===== config.mk =====
export PLATFORM = sky130hd
export DESIGN_NAME = cvxif_mac4b_result_scheduler
export DESIGN_NICKNAME = d
export VERILOG_FILES = /design/src/rtl/cvxif_mac4b_result_scheduler.sv
export SDC_FILE = /design/constraint.sdc
export NUM_CORES = 1
export LEC_CHECK = 0
export ABC_AREA = 1
export BUFFER_PORTS_ARGS = -buffer_cell sky130_fd_sc_hd__buf_2
export CAP_MARGIN = 0
export CORE_UTILIZATION = 50
export CTS_CLUSTER_DIAMETER = 60
export DETAILED_ROUTE_END_ITERATION = 10
export HOLD_SLACK_MARGIN = 0.02
export PLACE_DENSITY_LB_ADDON = 0.08
export SYNTH_ARGS = -nofsm -noshare
export SYNTH_HDL_FRONTEND = slang
export SYNTH_SLANG_ARGS = --single-unit

===== constraint.sdc =====
create_clock -name clk_i -period 3 [get_ports clk_i]
set_input_delay 0.45 -clock clk_i [delete_from_list [all_inputs] [get_ports clk_i]]
set_output_delay 0.45 -clock clk_i [all_outputs]
set_load 0.02 [all_outputs]

===== src/rtl/cvxif_mac4b_result_scheduler.sv =====
// rtl/cvxif_mac4b_result_scheduler.sv - in-order CV-X-IF result buffer for MAC4B with commit/kill tracking
// Optional perf counters (issued/killed/stall) are enabled by defining CVXIF_MAC4B_SCHED_PERF_EN.
module cvxif_mac4b_result_scheduler #(
  parameter int DEPTH  = 4,
  parameter int ID_W   = 3,
  parameter int DATA_W = 32
) (
  input  logic              clk_i,
  input  logic              rst_ni,
  input  logic              issue_valid_i,
  input  logic              issue_accept_i,
  output logic              issue_ready_o,
  input  logic [ID_W-1:0]   issue_id_i,
  input  logic [4:0]        issue_rd_i,
  input  logic [DATA_W-1:0] issue_data_i,
  input  logic              commit_valid_i,
  input  logic [ID_W-1:0]   commit_id_i,
  input  logic              commit_kill_i,
  output logic              result_valid_o,
  input  logic              result_ready_i,
  output logic [ID_W-1:0]   result_id_o,
  output logic [4:0]        result_rd_o,
  output logic [DATA_W-1:0] result_data_o,
  output logic              result_we_o
`ifdef CVXIF_MAC4B_SCHED_PERF_EN
  ,
  output logic [31:0]       perf_issued_o,
  output logic [31:0]       perf_killed_o,
  output logic [31:0]       perf_stall_o
`endif
);

  localparam int PTR_W = $clog2(DEPTH);
  localparam int CNT_W = PTR_W + 1;

  typedef enum logic [1:0] {EMPTY, PENDING, COMMITTED, KILLED} ent_state_e;

  ent_state_e        state_q [DEPTH];
  ent_state_e        state_d [DEPTH];
  logic [ID_W-1:0]   id_q    [DEPTH];
  logic [4:0]        rd_q    [DEPTH];
  logic [DATA_W-1:0] data_q  [DEPTH];

  logic [PTR_W-1:0] wr_ptr_q, wr_ptr_d;
  logic [PTR_W-1:0] rd_ptr_q, rd_ptr_d;
  logic [CNT_W-1:0] count_q, count_d;

  logic       push, pop;
  logic       head_committed, head_killed;
  logic       dup_live;
  ent_state_e push_state;

  // Ready depends on the registered count only, so a same-cycle pop never frees a slot.
  assign issue_ready_o  = (count_q < CNT_W'(DEPTH));
  assign push           = issue_valid_i & issue_accept_i & issue_ready_o;
  assign head_committed = (state_q[rd_ptr_q] == COMMITTED);
  assign head_killed    = (state_q[rd_ptr_q] == KILLED);
  assign pop            = (head_committed & result_ready_i) | head_killed;

  assign wr_ptr_d = push ? wr_ptr_q + PTR_W'(1) : wr_ptr_q;
  assign rd_ptr_d = pop  ? rd_ptr_q + PTR_W'(1) : rd_ptr_q;
  assign count_d  = count_q + CNT_W'(push) - CNT_W'(pop);

  always_comb begin
    push_state = PENDING;
    if (commit_valid_i && (issue_id_i == commit_id_i)) begin
      push_state = commit_kill_i ? KILLED : COMMITTED;
    end
  end

  always_comb begin
    state_d = state_q;
    for (int i = 0; i < DEPTH; i++) begin
      if (commit_valid_i && (state_q[i] == PENDING) && (id_q[i] == commit_id_i)) begin
        state_d[i] = commit_kill_i ? KILLED : COMMITTED;
      end
    end
    if (pop) begin
      state_d[rd_ptr_q] = EMPTY;
    end
    if (push) begin
      state_d[wr_ptr_q] = push_state;
    end
  end

  // An entry leaving this cycle no longer counts as live for id reuse.
  always_comb begin
    dup_live = 1'b0;
    for (int i = 0; i < DEPTH; i++) begin
      if ((state_q[i] != EMPTY) && (id_q[i] == issue_id_i) &&
          !(pop && (PTR_W'(i) == rd_ptr_q))) begin
        dup_live = 1'b1;
      end
    end
  end

  always_ff @(posedge clk_i or negedge rst_ni) begin
    if (!rst_ni) begin
      wr_ptr_q <= '0;
      rd_ptr_q <= '0;
      count_q  <= '0;
      for (int i = 0; i < DEPTH; i++) begin
        state_q[i] <= EMPTY;
        id_q[i]    <= '0;
        rd_q[i]    <= '0;
        data_q[i]  <= '0;
      end
    end else begin
      wr_ptr_q <= wr_ptr_d;
      rd_ptr_q <= rd_ptr_d;
      count_q  <= count_d;
      for (int i = 0; i < DEPTH; i++) begin
        state_q[i] <= state_d[i];
      end
      if (push) begin
        id_q[wr_ptr_q]   <= issue_id_i;
        rd_q[wr_ptr_q]   <= issue_rd_i;
        data_q[wr_ptr_q] <= issue_data_i;
      end
    end
  end

  assign result_valid_o = head_committed;
  assign result_we_o    = head_committed;
  assign result_id_o    = head_committed ? id_q[rd_ptr_q]   : '0;
  assign result_rd_o    = head_committed ? rd_q[rd_ptr_q]   : '0;
  assign result_data_o  = head_committed ? data_q[rd_ptr_q] : '0;

  assert property (@(posedge clk_i) disable iff (!rst_ni) push |-> !dup_live);

`ifdef CVXIF_MAC4B_SCHED_PERF_EN
  logic [31:0] perf_issued_q, perf_killed_q, perf_stall_q;

  always_ff @(posedge clk_i or negedge rst_ni) begin
    if (!rst_ni) begin
      perf_issued_q <= '0;
      perf_killed_q <= '0;
      perf_stall_q  <= '0;
    end else begin
      if (push && (perf_issued_q != '1)) begin
        perf_issued_q <= perf_issued_q + 32'd1;
      end
      if (head_killed && (perf_killed_q != '1)) begin
        perf_killed_q <= perf_killed_q + 32'd1;
      end
      if (head_committed && !result_ready_i && (perf_stall_q != '1)) begin
        perf_stall_q <= perf_stall_q + 32'd1;
      end
    end
  end

  assign perf_issued_o = perf_issued_q;
  assign perf_killed_o = perf_killed_q;
  assign perf_stall_o  = perf_stall_q;
`endif

endmodule


==> impl_metrics.toml, run 1 <==
[pwr]
peakVddDrop_mv = 0.6058
p_per_area_nw_per_um2 = 1112
power_leakage_nw = 4.649
p_total_mw = 10.98

[cts]
cts_setup_buffers = 0
cts.sinks = 175
cts_tree = "built"
clk_path_buf_depth = 2
cts-htree-levels = 4
ctsHoldBuffers = 0
cts_made_buffers = 17
cts_resized = 0
clock_latency_ns = 0.43
cts_root_buffer = "clkbuf_16"
clk_pin_slew_ns = 0.06

[global_route]
grt_pass1_vias = 6290
grt_max_degree = 84
track_usage_pct = 23.45
grt_pass1_wl_mm = 32.52
grt-ovfl-total = 0
antenna_found_initial = 0

[synthesis]
syn_avg_cell_area_sq_um = 9.194
synthCells = 943
synth_area_sq_um = 8670
synth-simple-area-share_pct = 9.626
synth_fa_ha_area_share_pct = 1.674
synthDistinctLibCells = 29
synth_fp_nets = 1004
synth_top_family_by_area = "compound AO/OA/AOI/OAI gates"
synth_seq_area_share_pct = 50.51
ys_warn_count = 0
muxShareOfSynthArea_pct = 9.612
synth_compound_area_share_pct = 18.96
ys_seq_elements = 175
synth_xor_area_share_pct = 0.5051

[timing]
tns_ns = 0
hold_viol = 0
rsz0062_at_grt = "no"
post-route-period-util_pct = 92.48
worst_pin_slew_ns = 0.6678
min_period_ns = 2.774
maxSlewHeadroom_pct = 55.48
finalSetupViolations = 0
slew_violations = 0
finClkSkew_ns = 0.005657
max_freq_mhz = 360.5

[die]
start_util_pct = 51.73
pin_count = 93
die_w_microns = 133.7
core_sq_um = 16760
dieHeight_microns = 133.7
dieArea_sq_um = 17870
row_count = 47

[status]
outcome = "finished, final reports clean"

[setup_path]
critical_path_arrival_ns = 2.32
setup.worst_path.class = "flop to output pin"
r2r_cells = 14
path_max_fanout = 29
regToRegSetupSlack_ns = 0.43
startpoint = "rd_ptr_q[0]$_DFFE_PN0N_"
start_kind = "flop"
critPathRequiredTime_ns = 2.55
end_kind = "output pin"
r2r_start = "rd_ptr_q[0]$_DFFE_PN0N_"
r2r_end = "count_q[2]$_DFF_PN0_"

[detailed_routing]
route.vias.total = 6513
via_per_inst = 5.227
final_antenna_net_count = 0
wl_per_cell_microns = 15.58
dr.first_iter.drc_count = 347
drtPass1Iterations = 5
route.detailed.drc = 0
routed_wl_mm = 19.42

[final_layout]
nets = 1074
antenna_cells = 0
layout_common_cells = "173 x dfrtp_1, 165 x nand2_1, 165 x o21ai_0"
drive_gt1_share_pct = 26.22
fin_util_pct = 58.93
final_common_cell = "dfrtp_1"
syn2layout_area_growth_pct = 13.91

[run]
drv_cap = 0

[placement]
dp_hpwl_mm = 12.32
io_buffers = 92
gp_congestion = 0.8619

[worst_hold_path]
min_path_type = "input pin to async pin"
[per-layer routing]
| layer | GRT usage, % | part of all wire, % |
|---|---|---|
| met1 | 32.15 | 48 |
| met2 | 37.73 | 46 |
| met3 | 4.376 | 4.2 |
| met4 | 7.386 | 1.3 |
| met5 | 0 | 0 |
[through the flow]
step / std cells / setup slack (ns) / cell area (sq um) / hold WS, ns
2_1_floorplan: 943 / 0.6923 / 8670 / 0.1544
3_3_place_gp: 1214 / 0.5172 / 9300 / 0.4653
3_5_place_dp: 1214 / 0.4477 / 9300 / 0.4729
4_1_cts: 1246 / 0.2168 / 9876 / 0.04923
5_1_grt: 1246 / 0.06921 / 9876 / 0.07210
6_report: 1246 / 0.2257 / 9876 / 0.01036
[Yosys cell counts]
| cell type | instances | area (sq um) |
|---|---|---|
| and2_1 | 1 | 6.260 |
| fa_1 | 1 | 20.02 |
| o211ai_1 | 2 | 15.01 |
| nand2_2 | 4 | 25.02 |
| inv_2 | 5 | 18.77 |
| nand2_1 | 165 | 619.3 |
| nand2_4 | 1 | 11.26 |
| a21oi_2 | 39 | 341.6 |
| dfrtp_1 | 175 | 4379 |
| buf_2 | 13 | 65.06 |
| buf_4 | 19 | 142.6 |
| a21oi_1 | 86 | 430.4 |
| o21ai_1 | 5 | 25.02 |
| nand3_4 | 1 | 17.52 |
| xnor2_1 | 1 | 8.760 |
| buf_6 | 5 | 56.30 |
| mux2_1 | 3 | 33.78 |
| clkbuf_1 | 18 | 67.56 |
| nand3_1 | 15 | 75.07 |
| nor2_2 | 2 | 12.51 |
| o21ai_0 | 165 | 825.8 |
| nor2_1 | 12 | 45.04 |
| xor2_1 | 4 | 35.03 |
| o22ai_1 | 1 | 6.260 |
| inv_1 | 113 | 424.2 |
| nor2_4 | 2 | 22.52 |
| ha_1 | 10 | 125.1 |
| mux2_2 | 71 | 799.5 |
| buf_1 | 4 | 15.01 |
[report_power, final]
part	total (mW)	internal, mW	switching, mW
clock	2.15	1.21	0.932
sequential	3.99	3.50	0.490
combinational	4.84	1.76	3.08
[cell type report]
| cell class | instances | area [sq um] |
|---|---|---|
| Tap cell | 220 | 275.3 |
| Inverter | 118 | 442.9 |
| Clock inverter | 12 | 108.9 |
| Fill cell | 1493 | 6884 |
| Sequential cell | 175 | 4382 |
| Clock buffer | 20 | 466.7 |
| Multi-Input combinational cell | 591 | 3511 |
| Timing Repair Buffer | 110 | 689.4 |
[sequential cells by signal (all words and copies together), names as in the netlist]
signal	count
data_q	128
state_q	8
count_q	3
rd_q	20
wr_ptr_q	2
id_q	12
rd_ptr_q	2
[how the worst max path moves through the flow]
stage	slack (ns)	depth (start not counted)	endpoint
4_1_cts	0.22	7	result_rd_o[4]
3_5_place_dp	0.45	14	count_q[2]$_DFF_PN0_
2_1_floorplan	0.69	12	count_q[2]$_DFF_PN0_
3_3_place_gp	0.52	14	count_q[2]$_DFF_PN0_
6_report	0.23	7	result_rd_o[4]
5_1_grt	0.07	7	result_rd_o[4]
[worst max-delay path: stages, from the launching register on]
cell      delay [ns]
dfrtp_2         0.67
nand2_1         0.10
o211ai_1        0.11
nand2_2         0.15
nand2_4         0.31
buf_4           0.31
a21oi_1         0.07
buf_2           0.17
[logic make-up (layout without fill, tap and decap cells)]
logic type | after synthesis | count (layout)
buffers and inverters | 177 | 260
multiplexers | 74 | 74
AND/OR/NAND/NOR | 203 | 203
adder cells (fa/ha/maj) | 11 | 11
AO/OA/AOI/OAI | 298 | 298
flip-flops | 175 | 175
XOR/XNOR | 5 | 5
(Power assumes the default switching activity.)
==> run 2, diff against run 1 <==
clock period = 2.5 ns   (was 3 ns; I/O delays follow)
==> run 2 against run 1 <==
  * Clock skew increased by 0.0024 ns
  * Highest routed layer unchanged
  * Critical endpoint is now result_data_o[2]
  * Via count up 0.52%
  * Largest cell class unchanged
  * Register-to-register slack lost 0.27 ns
  * Worst hold slack better by 0.18 ns
  * Utilization about the same
  * Clock power grew 20%
  * Cell count is 0.40% higher
  * Setup slack lost 0.073 ns
  * Sequential cell count is the same
==> impl_metrics.toml, run 2 (synthesis results as in run 1) <==
[status]
outcome = "finished, final reports clean"

[detailed_routing]
via_per_inst = 5.233
dr.first_iter.drc_count = 248
final_antenna_net_count = 0
route.vias.total = 6547
routed_wl_mm = 19.75
route.detailed.drc = 0
drtPass1Iterations = 4
wl_per_cell_microns = 15.78

[die]
dieArea_sq_um = 17870
core_sq_um = 16760
dieHeight_microns = 133.7
pin_count = 93
row_count = 47
start_util_pct = 51.73
die_w_microns = 133.7

[pwr]
peakVddDrop_mv = 0.9115
power_leakage_nw = 4.657
p_per_area_nw_per_um2 = 1333
p_total_mw = 13.16

[timing]
finalSetupViolations = 0
hold_viol = 0
whs_ns = 0.1941
maxSlewHeadroom_pct = 57.86
max_freq_mhz = 426.0
finClkSkew_ns = 0.008033
rsz0062_at_grt = "no"
min_period_ns = 2.347
worst_pin_slew_ns = 0.6321
post-route-period-util_pct = 93.89
slew_violations = 0
tns_ns = 0

[global_route]
antenna_found_initial = 0
grt-ovfl-total = 0
grt_pass1_vias = 6476
grt_max_degree = 84
track_usage_pct = 23.71
grt_pass1_wl_mm = 32.86

[final_layout]
final_common_cell = "dfrtp_1"
antenna_cells = 0
layout_common_cells = "173 x dfrtp_1, 165 x nand2_1, 165 x o21ai_0"
fill_cells = 1510
nets = 1079
syn2layout_area_growth_pct = 13.94
reg_top3 = "data_q: 128 flops, rd_q: 20 flops, id_q: 12 flops"
instances_no_fill = 1251
largest_reg_flops = 128
top_register = "data_q"
drive_gt1_share_pct = 26.48

[setup_path]
start_kind = "flop"
path_max_fanout = 72
setup.worst_path.class = "flop to output pin"
regToRegSetupSlack_ns = 0.16
critPathRequiredTime_ns = 2.12
end_kind = "output pin"
critical_path_arrival_ns = 1.97

[placement]
io_buffers = 92
gp_congestion = 0.8321
placed_cells = 1217
dp_hpwl_mm = 11.73

[worst_hold_path]
min_path_type = "input pin to flop"

[cts]
clock_latency_ns = 0.43
cts_made_buffers = 17
clk_path_buf_depth = 2
cts_root_buffer = "clkbuf_16"
cts.sinks = 175
clk_pin_slew_ns = 0.07
cts-htree-levels = 4
cts_tree = "built"

[run]
drv_cap = 0
run 2: changes by cell type in the layout (fill, tap and decap cells not counted), sizes merged:
| cell | change |
|---|---|
| dlygate4sd3 | +1 |
| clkinvlp | +1 |
| buf | +4 |
| inv | +1 |
| clkbuf | -2 |
run 2: worst max-delay path, cell delays in order, from the launching register on:
cell     delay (ns)
dfrtp_2        0.45
buf_6          0.46
o21ai_0        0.23
a21oi_2        0.20
buf_2          0.19
run 2: final timing paths:
path / start / endpoint / depth (start not counted)
worst min-delay path: issue_rd_i[2] / rd_q[7]$_DFFE_PN0P_ / 3
worst min register to register: count_q[0]$_DFF_PN0_ / count_q[0]$_DFF_PN0_ / 1
worst max-delay path: rd_ptr_q[0]$_DFFE_PN0N_ / result_data_o[2] / 4
min in group asynchronous: rst_ni / rd_q[12]$_DFFE_PN0P_ / 2
max in group asynchronous: rst_ni / rd_ptr_q[1]$_DFFE_PN0N_ / 3
worst max register to register: rd_ptr_q[1]$_DFFE_PN0N_ / count_q[2]$_DFF_PN0_ / 13
run 2: power by group:
| part | switching [mW] | leakage, nW | internal (mW) |
|---|---|---|---|
| clock | 1.17 | 0.274 | 1.41 |
| combinational | 3.73 | 2.26 | 2.13 |
| sequential | 0.527 | 2.12 | 4.20 |
| total | 5.42 | 4.66 | 7.74 |
run 2: stage by stage:
stage / area (sq um) / setup WS [ns] / util [%]
2_1_floorplan: 8670 / 0.1923 / -
3_3_place_gp: 9273 / 0.2230 / 55.33
3_5_place_dp: 9273 / 0.1534 / 55.33
4_1_cts: 9862 / 0.007519 / 58.84
5_1_grt: 9878 / 0.002514 / 58.94
6_report: 9878 / 0.1528 / 58.94
run 2: cell type report:
type	count	area (sq um)	share of cell area (%)
clock inverters	14	132.6	1.343
inverters	118	442.9	4.484
well taps	220	275.3	2.787
multi-input cells	591	3511	35.54
clock buffers	18	439.2	4.446
flip-flops and latches	175	4382	44.36
repair buffers	115	695.7	7.042
run 2: per-layer routing:
layer	global-route usage (%)	routed length (microns)
met4	7.386	293
met1	31.45	9451
met3	4.642	763
met5	0	0
met2	39.24	9239
run 2: what timing repair did:
action | in CTS | in global routing
gates resized for setup | 2 | 3
setup endpoints to repair | 40 | 40
endpoints found under the hold margin | 48 | 0
setup buffers | 0 | 1
hold buffers | 1 | 0
